===== src/rtl/issue_ctrl.sv =====
// Decode->execute issue interlock: load scoreboard, RAW/WAW stalls, branch-wait/flush FSM.
// Latency: 0-cycle issue when unblocked. Backpressure: stalls decode on ex_ready=0, hazards or load-slot exhaustion.
module issue_ctrl #(
  parameter int NREG   = 16,
  parameter int MAX_LD = 2,
  parameter int LINK   = 15
) (
  input  logic       clk,
  input  logic       reset,
  input  logic       id_valid,
  input  logic [3:0] rd,
  input  logic [3:0] rs,
  input  logic [3:0] rt,
  input  logic       is_alu_op,
  input  logic       is_cmp_op,
  input  logic       is_jmp_op,
  input  logic       is_ld_op,
  input  logic       is_str_op,
  input  logic       is_call_op,
  input  logic       is_ret_op,
  input  logic       is_src2_imm,
  input  logic       ex_ready,
  input  logic       ld_done,
  input  logic [3:0] ld_done_rd,
  input  logic       br_resolve,
  input  logic       br_taken,
  output logic       issue_valid,
  output logic       id_ready,
  output logic       stall,
  output logic       flush,
  output logic [2:0] ld_pending
);

  localparam logic [2:0] MAX_LD_C = 3'(MAX_LD);
  localparam logic [3:0] LINK_R   = 4'(LINK);

  typedef enum logic [1:0] {RUN, BR_WAIT, FLUSH} state_t;

  state_t            state_q, state_d;
  logic [NREG-1:0]   sb_q, sb_d;
  logic [2:0]        cnt_d;

  logic use_rs, use_rt, use_rd_src, use_link_src, dst_rd, dst_link;
  logic hazard, ld_full, is_ctrl, ld_set, ld_clr;

  always_comb begin
    use_rs       = is_alu_op | is_cmp_op | is_ld_op | is_str_op;
    use_rt       = (is_alu_op | is_cmp_op) & ~is_src2_imm;
    use_rd_src   = is_str_op;
    use_link_src = is_ret_op;
    dst_rd       = is_alu_op | is_ld_op;
    dst_link     = is_call_op;
    is_ctrl      = is_jmp_op | is_call_op | is_ret_op;

    // Registered scoreboard only: a same-cycle writeback does not unblock.
    hazard = (use_rs     & sb_q[rs])
           | (use_rt     & sb_q[rt])
           | ((use_rd_src | dst_rd) & sb_q[rd])
           | ((use_link_src | dst_link) & sb_q[LINK_R]);
    ld_full = is_ld_op & (ld_pending == MAX_LD_C);

    issue_valid = ~reset & id_valid & (state_q == RUN) & ~hazard & ex_ready & ~ld_full;
    id_ready    = issue_valid;
    stall       = ~reset & id_valid & ~issue_valid;
    flush       = (state_q == FLUSH);
  end

  // Scoreboard and outstanding-load count.
  always_comb begin
    ld_set = issue_valid & is_ld_op;
    ld_clr = ld_done & (ld_pending != 3'd0) & sb_q[ld_done_rd];
    sb_d   = sb_q;
    if (ld_clr) sb_d[ld_done_rd] = 1'b0;
    if (ld_set) sb_d[rd] = 1'b1;
    cnt_d = ld_pending;
    case ({ld_set, ld_clr})
      2'b10:   cnt_d = ld_pending + 3'd1;
      2'b01:   cnt_d = ld_pending - 3'd1;
      default: cnt_d = ld_pending;
    endcase
  end

  always_comb begin
    state_d = state_q;
    case (state_q)
      RUN:     if (issue_valid & is_ctrl) state_d = BR_WAIT;
      BR_WAIT: if (br_resolve) state_d = br_taken ? FLUSH : RUN;
      FLUSH:   state_d = RUN;
      default: state_d = RUN;
    endcase
  end

  always_ff @(posedge clk or posedge reset) begin
    if (reset) begin
      state_q    <= RUN;
      sb_q       <= '0;
      ld_pending <= 3'd0;
    end else begin
      state_q    <= state_d;
      sb_q       <= sb_d;
      ld_pending <= cnt_d;
    end
  end

endmodule


===== config.mk =====
export PLATFORM = sky130hd
export DESIGN_NAME = issue_ctrl
export DESIGN_NICKNAME = d
export VERILOG_FILES = /design/src/rtl/issue_ctrl.sv
export SDC_FILE = /design/constraint.sdc
export NUM_CORES = 1
export LEC_CHECK = 0
export ABC_CLOCK_PERIOD_IN_PS = 4250
export BUFFER_PORTS_ARGS = -buffer_cell sky130_fd_sc_hd__buf_2
export CAP_MARGIN = 25
export CELL_PAD_IN_SITES_DETAIL_PLACEMENT = 0
export CELL_PAD_IN_SITES_GLOBAL_PLACEMENT = 1
export CORE_ASPECT_RATIO = 0.5
export CORE_MARGIN = 2
export CORE_UTILIZATION = 45
export DETAILED_ROUTE_END_ITERATION = 12
export GPL_TIMING_DRIVEN = 0
export PLACE_DENSITY_LB_ADDON = 0.25
export RECOVER_POWER = 100
export SLEW_MARGIN = 10
export SYNTH_ARGS = -nofsm -noshare
export SYNTH_HDL_FRONTEND = slang
export SYNTH_SLANG_ARGS = --single-unit

===== constraint.sdc =====
create_clock -name clk -period 4.25 [get_ports clk]
set_input_delay 0.2125 -clock clk [delete_from_list [all_inputs] [get_ports clk]]
set_output_delay 0.2125 -clock clk [all_outputs]
set_load 0.01 [all_outputs]

# Yosys cells after proc, flatten, opt, wreduce, memory -nomap -nowiden
# Cells that the tools add are included.
# totals
register_bits	21
word_cells	78
in_bits	31
output_inout_bits	7
# classes
add_sub_neg	2
mux	19
n_reduce_logical	6
n_lt_le_gt_ge	6
eq_ne	7
bitwise	35
# op_table
op	n
$mux W16	2
$lt A4 B5 Y1 const B	4
$and A1 B1 Y1	16
$and A16 B16 Y16	1
$bmux W1 S4	4
$not A16 Y16	1
$or A16 B16 Y16	1
$or A1 B1 Y1	11
$demux W1 S4	2
$ge A4 B1 Y1 const B	2
$mux W1	6
$mux W2	3
$pmux W3 S2	1
$not A1 Y1	5
$eq A2 B1 Y1 const B	2
$eq A2 B2 Y1 const B	2
$pmux W2 S2	1
$add A3 B1 Y3 const B	1
$eq A3 B2 Y1 const B	1
$reduce_bool A3 Y1	1
$sub A3 B1 Y3 const B	1
$logic_and A1 B1 Y1	2
$logic_not A2 Y1	1
$ne A2 B1 Y1 const B	1
3 further kinds	3

# Longest topological paths before layout
# Gate-level depths: netlist of run 1.
# depth
ltp_word	14
mapped_depth	13
mapped_depth_nobuf	11

# Worst setup path after synthesis of run 1
# No wires, ideal clock.
# synth_timing
path_type	register -> register
startpoint	register sb_q[10]
endpoint	register ld_pending[2]
path_stages_with_launch	13
setup_ns	0.127
arrival_ns	2.627
n_path_buf	1
t_required_ns	4.123
period_less_slack_ns	2.754
slack_ns	1.496
path_cell_list	dfrtp_1 mux4_1 mux4_2 o21ai_1 nand4_1 buf_6 or2_1 ha_1 inv_1 fa_1 xor2_1 nor2_1 xor2_1
# synth_via
elab_chain_len	13
word_cells_on_any_way	24
classes_between	eq/ne (2); mux (9); bitwise (12); reduce/logical (1)
# synth_lines
item	line_no	source
from (decl)	40	logic [NREG-1:0] sb_q, sb_d;
from (signal assigned)	96	sb_q <= '0;
from (signal assigned)	100	sb_q <= sb_d;
$bmux W1 S4 (on tied branches)	56, 57	
$mux W1 (on tied branches)	56, 57	
$and A1 B1 Y1 (on tied branches)	56, 57	
$or A1 B1 Y1	57	| (use_rt & sb_q[rt])
$or A1 B1 Y1	58	| ((use_rd_src | dst_rd) & sb_q[rd])
$or A1 B1 Y1	59	| ((use_link_src | dst_link) & sb_q[LINK_R]);
$not A1 Y1	62	issue_valid = ~reset & id_valid & (state_q == RUN) & ~hazard & ex_ready & ~ld_full;
$and A1 B1 Y1 (3 in a row)	62	
$and A1 B1 Y1	70	ld_set = issue_valid & is_ld_op;
$eq A2 B1 Y1 or $eq A2 B2 Y1 (tied branches)	76	case ({ld_set, ld_clr})
$pmux W3 S2 or $reduce_bool A2 Y1 (tied branches)	n/a	
to (signal assigned)	101	ld_pending <= cnt_d;
to (decl)	31	output logic [2:0] ld_pending
# Several ways; a longest one is shown, not always the timed one. The select of a mux whose other input is x is not followed.
# A chain may end at the register's enable or synchronous reset.

# Final worst setup path of run 1
# layout_timing
startpoint	register sb_q[15]
endpoint	register ld_pending[2]
# Same word-level chain as after synthesis.

==> summary.md, run 1 <==
| Metric | Value |
|---|---|
| Status | `completed` |
| Final setup violation count | `0` |
| Nets | `232` |
| Tot Pwr | `662 uW` |
| Crit-path cells | `mux4_2, mux4_2, o21ai_0, nand4_1, clkbuf_1, or2_1, ha_1, inv_1, fa_1, xor2_1, nor2_1, xor2_1` |
| P&R area growth vs syn | `12.8%` |
| Setup TNS | `0 ns` |
| Worst reg-to-reg setup slack | `1.06 ns` |
| Clock share of power | `20.0%` |
| HPWL after DPL | `3490 um` |
| M1 GR Usage | `34.1%` |
| Die Ht | `47.1 um` |
| Worst Hold Class | `input pin to async pin` |
| Vias in the first global route | `1458` |
| Dpl cell area | `1900 sq um` |
| # Max-Cap Violations | `0` |
| Clock skew | `0.00242 ns` |
| Mapped Cells | `161` |
| Ys flop type | `dfrtp_1` |
| Hold Buf Count CTS | `0` |
| Pin count of the biggest net entering global routing | `23` |
| CTS resizes | `0` |
| Distinct cells, synth | `40` |
| Initial Utilization | `47.8%` |
| Cell row count | `15` |
| Post-synth ARST share | `100%` |
| Slowest stage cell, crit path | `dfrtp_1` |
| TritonCTS clock tree | `built` |
| #FFs+latches synth | `21` |
| R2R depth | `12` |
| Crit end category | `flop` |
| Worst-skew pair later-pin latency | `0.26 ns` |
| CP peak stage delay | `0.49 ns` |
| Critical R2R Launch | `sb_q[15]$_DFF_PP0_` |
| Chip width | `90.1 um` |
| GR Util All Layers | `23.6%` |
| Grt met3 use | `4.01%` |
| Number of buffers created by CTS | `3` |
| First-pass GRT wire length | `7490 um` |
| DR WL/cell | `18.4 um` |
| Layout cells sized above 1 | `25.3%` |
| Sequential element share of the synthesized area | `31.5%` |
| Internal | `423 uW` |
| DR DRC count | `0` |
| Gr busiest metal | `met2` |
| Core Util, Final | `53.9%` |
| Unrepaired setup endpoints after global routing | `false` |
| Pre-antenna DRT Iters | `4` |
| WL final | `4590 um` |
| Worst-path fanout max | `10` |
| Slew Viols, Final | `0` |
| Netlist Area Pre-Place | `1670 sq um` |
| 1st-iter DRT viols | `107` |
| Syn_nets | `194` |
| Final Wtd Congestion | `0.849` |
| Peak VDD IR | `0.181 mV` |
| Sw Share | `36.1%` |
| FF-to-FF End | `ld_pending[2]$_DFFE_PP0P_` |
| Arrival time of the worst setup path | `3.34 ns` |
| Ys Warns | `0` |
| Critical Path RT | `4.40 ns` |
| Clock root cell | `clkbuf_8` |
| Cell Pwr Density | `351 nW/um^2` |
| Final instance area | `1880 sq um` |
| Htree depth | `1` |
| Clock sink count | `21` |
| Die area | `4240 sq um` |
| Post-route ant nets | `0` |
| Crit path launch type | `flop` |
| P_sw | `239 uW` |
| Sequential power share | `45.8%` |
| Crit Path Category | `flop to flop` |
| Layout fillers | `345` |
| Relative max-transition margin | `42.3%` |
| Leakage power | `0.789 nW` |
| Final count of hold timing violations | `0` |
| Least-Margin Pin Slew | `0.864 ns` |
| Crit path from | `sb_q[15]$_DFF_PP0_` |
| Worst-path clk slew | `0.08 ns` |
| Post-synth EDFFs | `0` |
| Routed vias/inst | `6.08` |
| Post-Layout Cell Count | `249` |
| IO Port Bufs | `33` |
| ANT cells | `0` |
| DR vias | `1515` |
| GR Overflow Total | `0` |
| Final period utilization | `75.1%` |
| Worst setup endpoint | `ld_pending[2]$_DFFE_PP0P_` |
| Minimum clock period | `3.19 ns` |
| Placed cells | `245` |
| Initial antenna violation count | `0` |
| I/O pins | `38` |
| Fmax | `313 MHz` |
| Core Footprint | `3490 sq um` |
| Post-Syn Area per Cell | `10.4 sq um` |
| Postcts setup bufs | `0` |
| Met2 usage | `39.4%` |
| Clock buffer depth | `2` |
| Logic pwr share | `34.1%` |
[cell type report]
type | count | area (sq um) | share of cell area, %
inverter | 10 | 37.5 | 1.99
tap | 51 | 63.8 | 3.39
timing repair buffer | 33 | 158 | 8.37
multi-input combinational | 120 | 1010 | 53.6
buffer | 10 | 42.5 | 2.26
clock inverter | 1 | 5.00 | 0.266
sequential | 21 | 526 | 27.9
clock buffer | 3 | 41.3 | 2.19
[worst min-delay path by stage]
stage               cells past startpoint                        end  slack [ns]        from
floorplan                               1  ld_pending[0]$_DFFE_PP0P_        0.19       reset
global placement                        2     state_q[0]$_DFFE_PP0P_        0.42  br_resolve
detailed placement                      2     state_q[0]$_DFFE_PP0P_        0.42  br_resolve
CTS                                     2     state_q[0]$_DFFE_PP0P_        0.13  br_resolve
global route                            2     state_q[0]$_DFFE_PP0P_        0.13  br_resolve
finish                                  2     state_q[1]$_DFFE_PP0P_        0.13       reset
[cells by family after synthesis]
kind of cell / after synthesis / share of synthesized area, %
fa+ha+maj: 2 / 1.95
simple gates: 50 / 16.1
flops: 21 / 31.5
xor+xnor: 3 / 1.57
mux: 20 / 24.5
buf+inv: 20 / 5.32
compound gates: 45 / 19.0
[worst max-delay path, delay by kind of cell (launching register included)]
| kind | cells | cell delay [ns] |
|---|---|---|
| mux | 2 | 0.97 |
| flops | 1 | 0.49 |
| simple gates | 3 | 0.49 |
| xor+xnor | 2 | 0.29 |
| buf+inv | 2 | 0.35 |
| compound gates | 1 | 0.10 |
| fa+ha+maj | 2 | 0.38 |
[stage by stage]
| step | hold WS, ns | setup slack, ns |
|---|---|---|
| 2_1_floorplan | 0.194 | 1.50 |
| 3_3_place_gp | 0.417 | 1.28 |
| 3_5_place_dp | 0.420 | 1.22 |
| 4_1_cts | 0.134 | 1.20 |
| 5_1_grt | 0.133 | 0.858 |
| 6_report | 0.129 | 1.06 |
[placed cells by master, fill, tap and decap left out, types with 4 or more instances in the layout]
cell type and n:
nor2_1 7, clkbuf_1 14, nand2b_1 5, o21ai_0 27, nor2b_1 5, dfrtp_1 21
nand2_1 11, buf_2 28, o41ai_1 6, nand3_1 4, inv_1 8, mux4_2 14
nand4_1 6
[power by group through the flow]
| stage | Sequential [mW] | Combinational (mW) | Clock (mW) |
|---|---|---|---|
| after floorplan | 0.287 | 0.170 | 0 |
| after global placement | 0.301 | 0.236 | 0 |
| after detailed placement | 0.304 | 0.242 | 0 |
| after CTS | 0.300 | 0.243 | 0.136 |
| after global routing | 0.309 | 0.253 | 0.145 |
| final | 0.303 | 0.226 | 0.133 |
[sequential cells by signal (all words and copies together) (netlist names)]
signal,count
sb_q,16
ld_pending,3
state_q,2
[synthesized netlist by cell type, types with 2 or more instances]
cell type,number,area (sq um)
xor2_1,2,17.5
dfrtp_1,21,526
buf_2,2,10.0
nand2b_1,5,31.3
inv_2,2,7.51
a22o_1,2,17.5
nor3_1,2,10.0
o41ai_2,6,97.6
clkbuf_1,6,22.5
o31ai_1,2,15.0
mux2i_1,3,30.0
o21ai_1,11,55.1
inv_1,8,30.0
nor2_1,7,26.3
o21ai_0,19,95.1
nor2b_1,5,31.3
nand2_1,11,41.3
nand4_1,6,37.5
nand3_1,4,20.0
mux4_1,2,52.6
mux4_2,14,315
and2_1,3,18.8
[routing by layer]
metal | share of wire, % | vias to the layer above
met3 | 12 | 4
met4 | 0.76 | 0
li1 | - | 692
met5 | 0 | -
met2 | 42 | 82
met1 | 45 | 737
No activity file was read; power rests on OpenSTA's default activity.
==> run 2: changes to the inputs <==
--- a/config.mk
+++ b/config.mk
@@ -5,14 +5,14 @@
 export SDC_FILE = /design/constraint.sdc
 export NUM_CORES = 1
 export LEC_CHECK = 0
-export ABC_CLOCK_PERIOD_IN_PS = 4250
+export ABC_CLOCK_PERIOD_IN_PS = 3200
 export BUFFER_PORTS_ARGS = -buffer_cell sky130_fd_sc_hd__buf_2
 export CAP_MARGIN = 25
 export CELL_PAD_IN_SITES_DETAIL_PLACEMENT = 0
 export CELL_PAD_IN_SITES_GLOBAL_PLACEMENT = 1
 export CORE_ASPECT_RATIO = 0.5
 export CORE_MARGIN = 2
-export CORE_UTILIZATION = 45
+export CORE_UTILIZATION = 41
 export DETAILED_ROUTE_END_ITERATION = 12
 export GPL_TIMING_DRIVEN = 0
 export PLACE_DENSITY_LB_ADDON = 0.25
==> constraint.sdc (replaced) <==
create_clock -name clk -period 3.2 [get_ports clk]
set_input_delay 0.16 -clock clk [delete_from_list [all_inputs] [get_ports clk]]
set_output_delay 0.16 -clock clk [all_outputs]
set_load 0.01 [all_outputs]
==> run 2 against run 1 <==
  * Register-to-register slack lost 0.87 ns
  * Total power grew 33%
  * Utilization shrank 5.4 points
  * Flip-flop and latch count is the same
  * Sequential share of layout area shrank 0.17 points
  * Clock power grew 33%
  * Global-route usage shrank 2.6 points
  * Clock-buffer cell count is the same
  * Clock skew grew 0.0033 ns
  * Critical path depth is the same
  * Setup slack lost 0.87 ns
  * First-iteration DRC count grew 71%
  * Critical endpoint unchanged
  * Highest routed layer unchanged
==> summary.md, run 2 (same netlist as run 1, synthesis figures left out) <==
| Metric | Value |
|---|---|
| Status | `completed` |
| Commonest non-fill, non-tap cell in the layout | `buf_2` |
| Pre-antenna DRT Iters | `5 (+1)` |
| Final instance area | `1890 sq um (+0.60%)` |
| DR vias | `1513 (-0.13%)` |
| Core Util, Final | `48.5% (-5.4 points)` |
| Fmax | `333 MHz (+6.2%)` |
| Postcts setup bufs | `0 (unchanged)` |
| IO Port Bufs | `33 (unchanged)` |
| # Max-Cap Violations | `0 (unchanged)` |
| Clock skew | `0.00568 ns (+0.00326 ns)` |
| Crit end category | `flop` |
| Worst Path Buf+Inv | `2 (unchanged)` |
| First-pass GRT wire length | `7310 um (-2.5%)` |
| Slowest stage cell, crit path | `mux4_1` |
| Initial antenna violation count | `0 (unchanged)` |
| Slew Viols, Final | `0 (unchanged)` |
| Final period utilization | `94.0% (+19 points)` |
| Dpl cell area | `1900 sq um (+0.20%)` |
| Final count of hold timing violations | `0 (unchanged)` |
| Core Footprint | `3900 sq um (+12%)` |
| Leakage power | `0.798 nW (+1.3%)` |
| Crit path launch type | `flop` |
| Least-Margin Pin Slew | `0.858 ns (-0.00574 ns)` |
| Setup TNS | `0 ns (unchanged)` |
| DR WL/cell | `18.4 um (-0.29%)` |
| Hold Buf Count CTS | `0 (unchanged)` |
| Final Wtd Congestion | `0.895 (+5.5%)` |
| Relative max-transition margin | `42.7% (+0.38 points)` |
| Crit-path cells | `mux4_1, mux4_2, o21ai_1, nand4_1, buf_6, or2_1, ha_1, inv_1, fa_1, xor2_1, nor2_1, xor2_1` |
| Commonest non-fill, non-tap cells in the layout | `buf_2, o21ai_0, dfrtp_1` |
| TritonCTS clock tree | `built` |
| Largest regs | `sb_q x16, ld_pending x3, state_q x2` |
| Max reg flops | `16 (unchanged)` |
| Clock root cell | `clkbuf_8` |
| Crit Path Category | `flop to flop` |
| Most frequent CP cell | `xor2_1` |
| Die area | `4630 sq um (+9.1%)` |
| Family with the most delay on the worst path | `multiplexers` |
| Die Ht | `49.1 um (+4.4%)` |
| GR Util All Layers | `21.0% (-2.6 points)` |
| HPWL after DPL | `3490 um (+0.11%)` |
| Routed vias/inst | `6.00 (-1.3%)` |
| Post-route ant nets | `0 (unchanged)` |
| Clock sink count | `21 (unchanged)` |
| Worst-path clk slew | `0.08 ns (about the same)` |
| Critical Path RT | `3.35 ns (-1.05 ns)` |
| Chip width | `94.2 um (+4.5%)` |
| Worst Hold Class | `input pin to async pin` |
| ANT cells | `0 (unchanged)` |
| WL final | `4630 um (+0.92%)` |
| Initial Utilization | `42.8% (-5.1 points)` |
| I/O pins | `38 (unchanged)` |
| Pin count of the biggest net entering global routing | `23 (unchanged)` |
| Minimum clock period | `3.01 ns (-0.185 ns)` |
| Worst-skew pair later-pin latency | `0.26 ns (about the same)` |
| Unrepaired setup endpoints after global routing | `false` |
| CP peak stage delay | `0.53 ns (+0.04 ns)` |
| Nets | `232 (unchanged)` |
| P&R area growth vs syn | `13.5%` |
| Clock buffer depth | `2 (unchanged)` |
| Reg with most FFs | `sb_q` |
| Worst-path fanout max | `10 (unchanged)` |
| Arrival time of the worst setup path | `3.16 ns (-0.18 ns)` |
| GR Overflow Total | `0 (unchanged)` |
| Layout fillers | `403 (+17%)` |
| Number of buffers created by CTS | `3 (unchanged)` |
| Cell Pwr Density | `465 nW/um^2 (+32%)` |
| CTS resizes | `0 (unchanged)` |
| Final setup violation count | `0 (unchanged)` |
| Vias in the first global route | `1437 (-1.4%)` |
| 1st-iter DRT viols | `183 (+71%)` |
| Htree depth | `1 (unchanged)` |
| Cell row count | `16 (+1)` |
| DR DRC count | `0 (unchanged)` |
| Peak VDD IR | `0.202 mV (+12%)` |
| Layout cells sized above 1 | `25.8% (+0.51 points)` |
run 2: where the power goes:
part | total [mW] | leakage (nW) | internal, mW | switching, mW
combinational | 0.303 | 0.494 | 0.156 | 0.146
sequential | 0.402 | 0.279 | 0.321 | 0.0811
clock | 0.177 | 0.0255 | 0.0868 | 0.0902
total | 0.882 | 0.798 | 0.564 | 0.318
run 2: final timing paths:
check / from / to / slack [ns] / cells after the start
max in group asynchronous: reset / sb_q[7]$_DFF_PP0_ / 2.62 / 2
max reg2reg: sb_q[10]$_DFF_PP0_ / ld_pending[2]$_DFFE_PP0P_ / 0.19 / 12
min in group clk: br_resolve / state_q[0]$_DFFE_PP0P_ / 0.09 / 2
max: sb_q[10]$_DFF_PP0_ / ld_pending[2]$_DFFE_PP0P_ / 0.19 / 12
min: reset / sb_q[10]$_DFF_PP0_ / 0.05 / 2
min reg2reg: state_q[1]$_DFFE_PP0P_ / state_q[1]$_DFFE_PP0P_ / 0.48 / 1
run 2: cell type report:
cell class	instances	area [sq um]	area share (%)
plain buffers	10	51.3	2.71
repair buffers	33	156	8.26
well taps	54	67.6	3.57
inverters	10	37.5	1.98
clock buffers	3	41.3	2.18
multi-input cells	120	1010	53.3
flip-flops and latches	21	526	27.7
clock inverters	1	5.00	0.264
run 2: routing by layer:
metal	GRT usage, %	vias to the layer above	wire length, um
li1	-	692	-
met1	31.3	734	2030
met2	30.2	82	1990
met3	6.80	5	577
met4	3.62	0	35
met5	0	-	0
run 2: worst reg2reg max path: stages (launching register included):
cell and delay (ns):
dfrtp_1 0.44, mux4_1 0.53, mux4_2 0.48, o21ai_1 0.09
nand4_1 0.16, buf_6 0.18, or2_1 0.22, ha_1 0.21
inv_1 0.07, fa_1 0.17, xor2_1 0.15, nor2_1 0.06
xor2_1 0.13
run 2: through the flow:
| step | instances | setup slack (ns) | power (mW) | hold slack [ns] |
|---|---|---|---|---|
| 6_report | 252 | 0.193 | 0.882 | 0.0506 |
| 5_1_grt | 252 | 0.0121 | 0.944 | 0.0825 |
| 2_1_floorplan | 161 | 0.446 | 0.607 | 0.142 |
| 4_1_cts | 252 | 0.164 | 0.903 | 0.0838 |
| 3_3_place_gp | 248 | 0.232 | 0.716 | 0.364 |
| 3_5_place_dp | 248 | 0.183 | 0.724 | 0.369 |
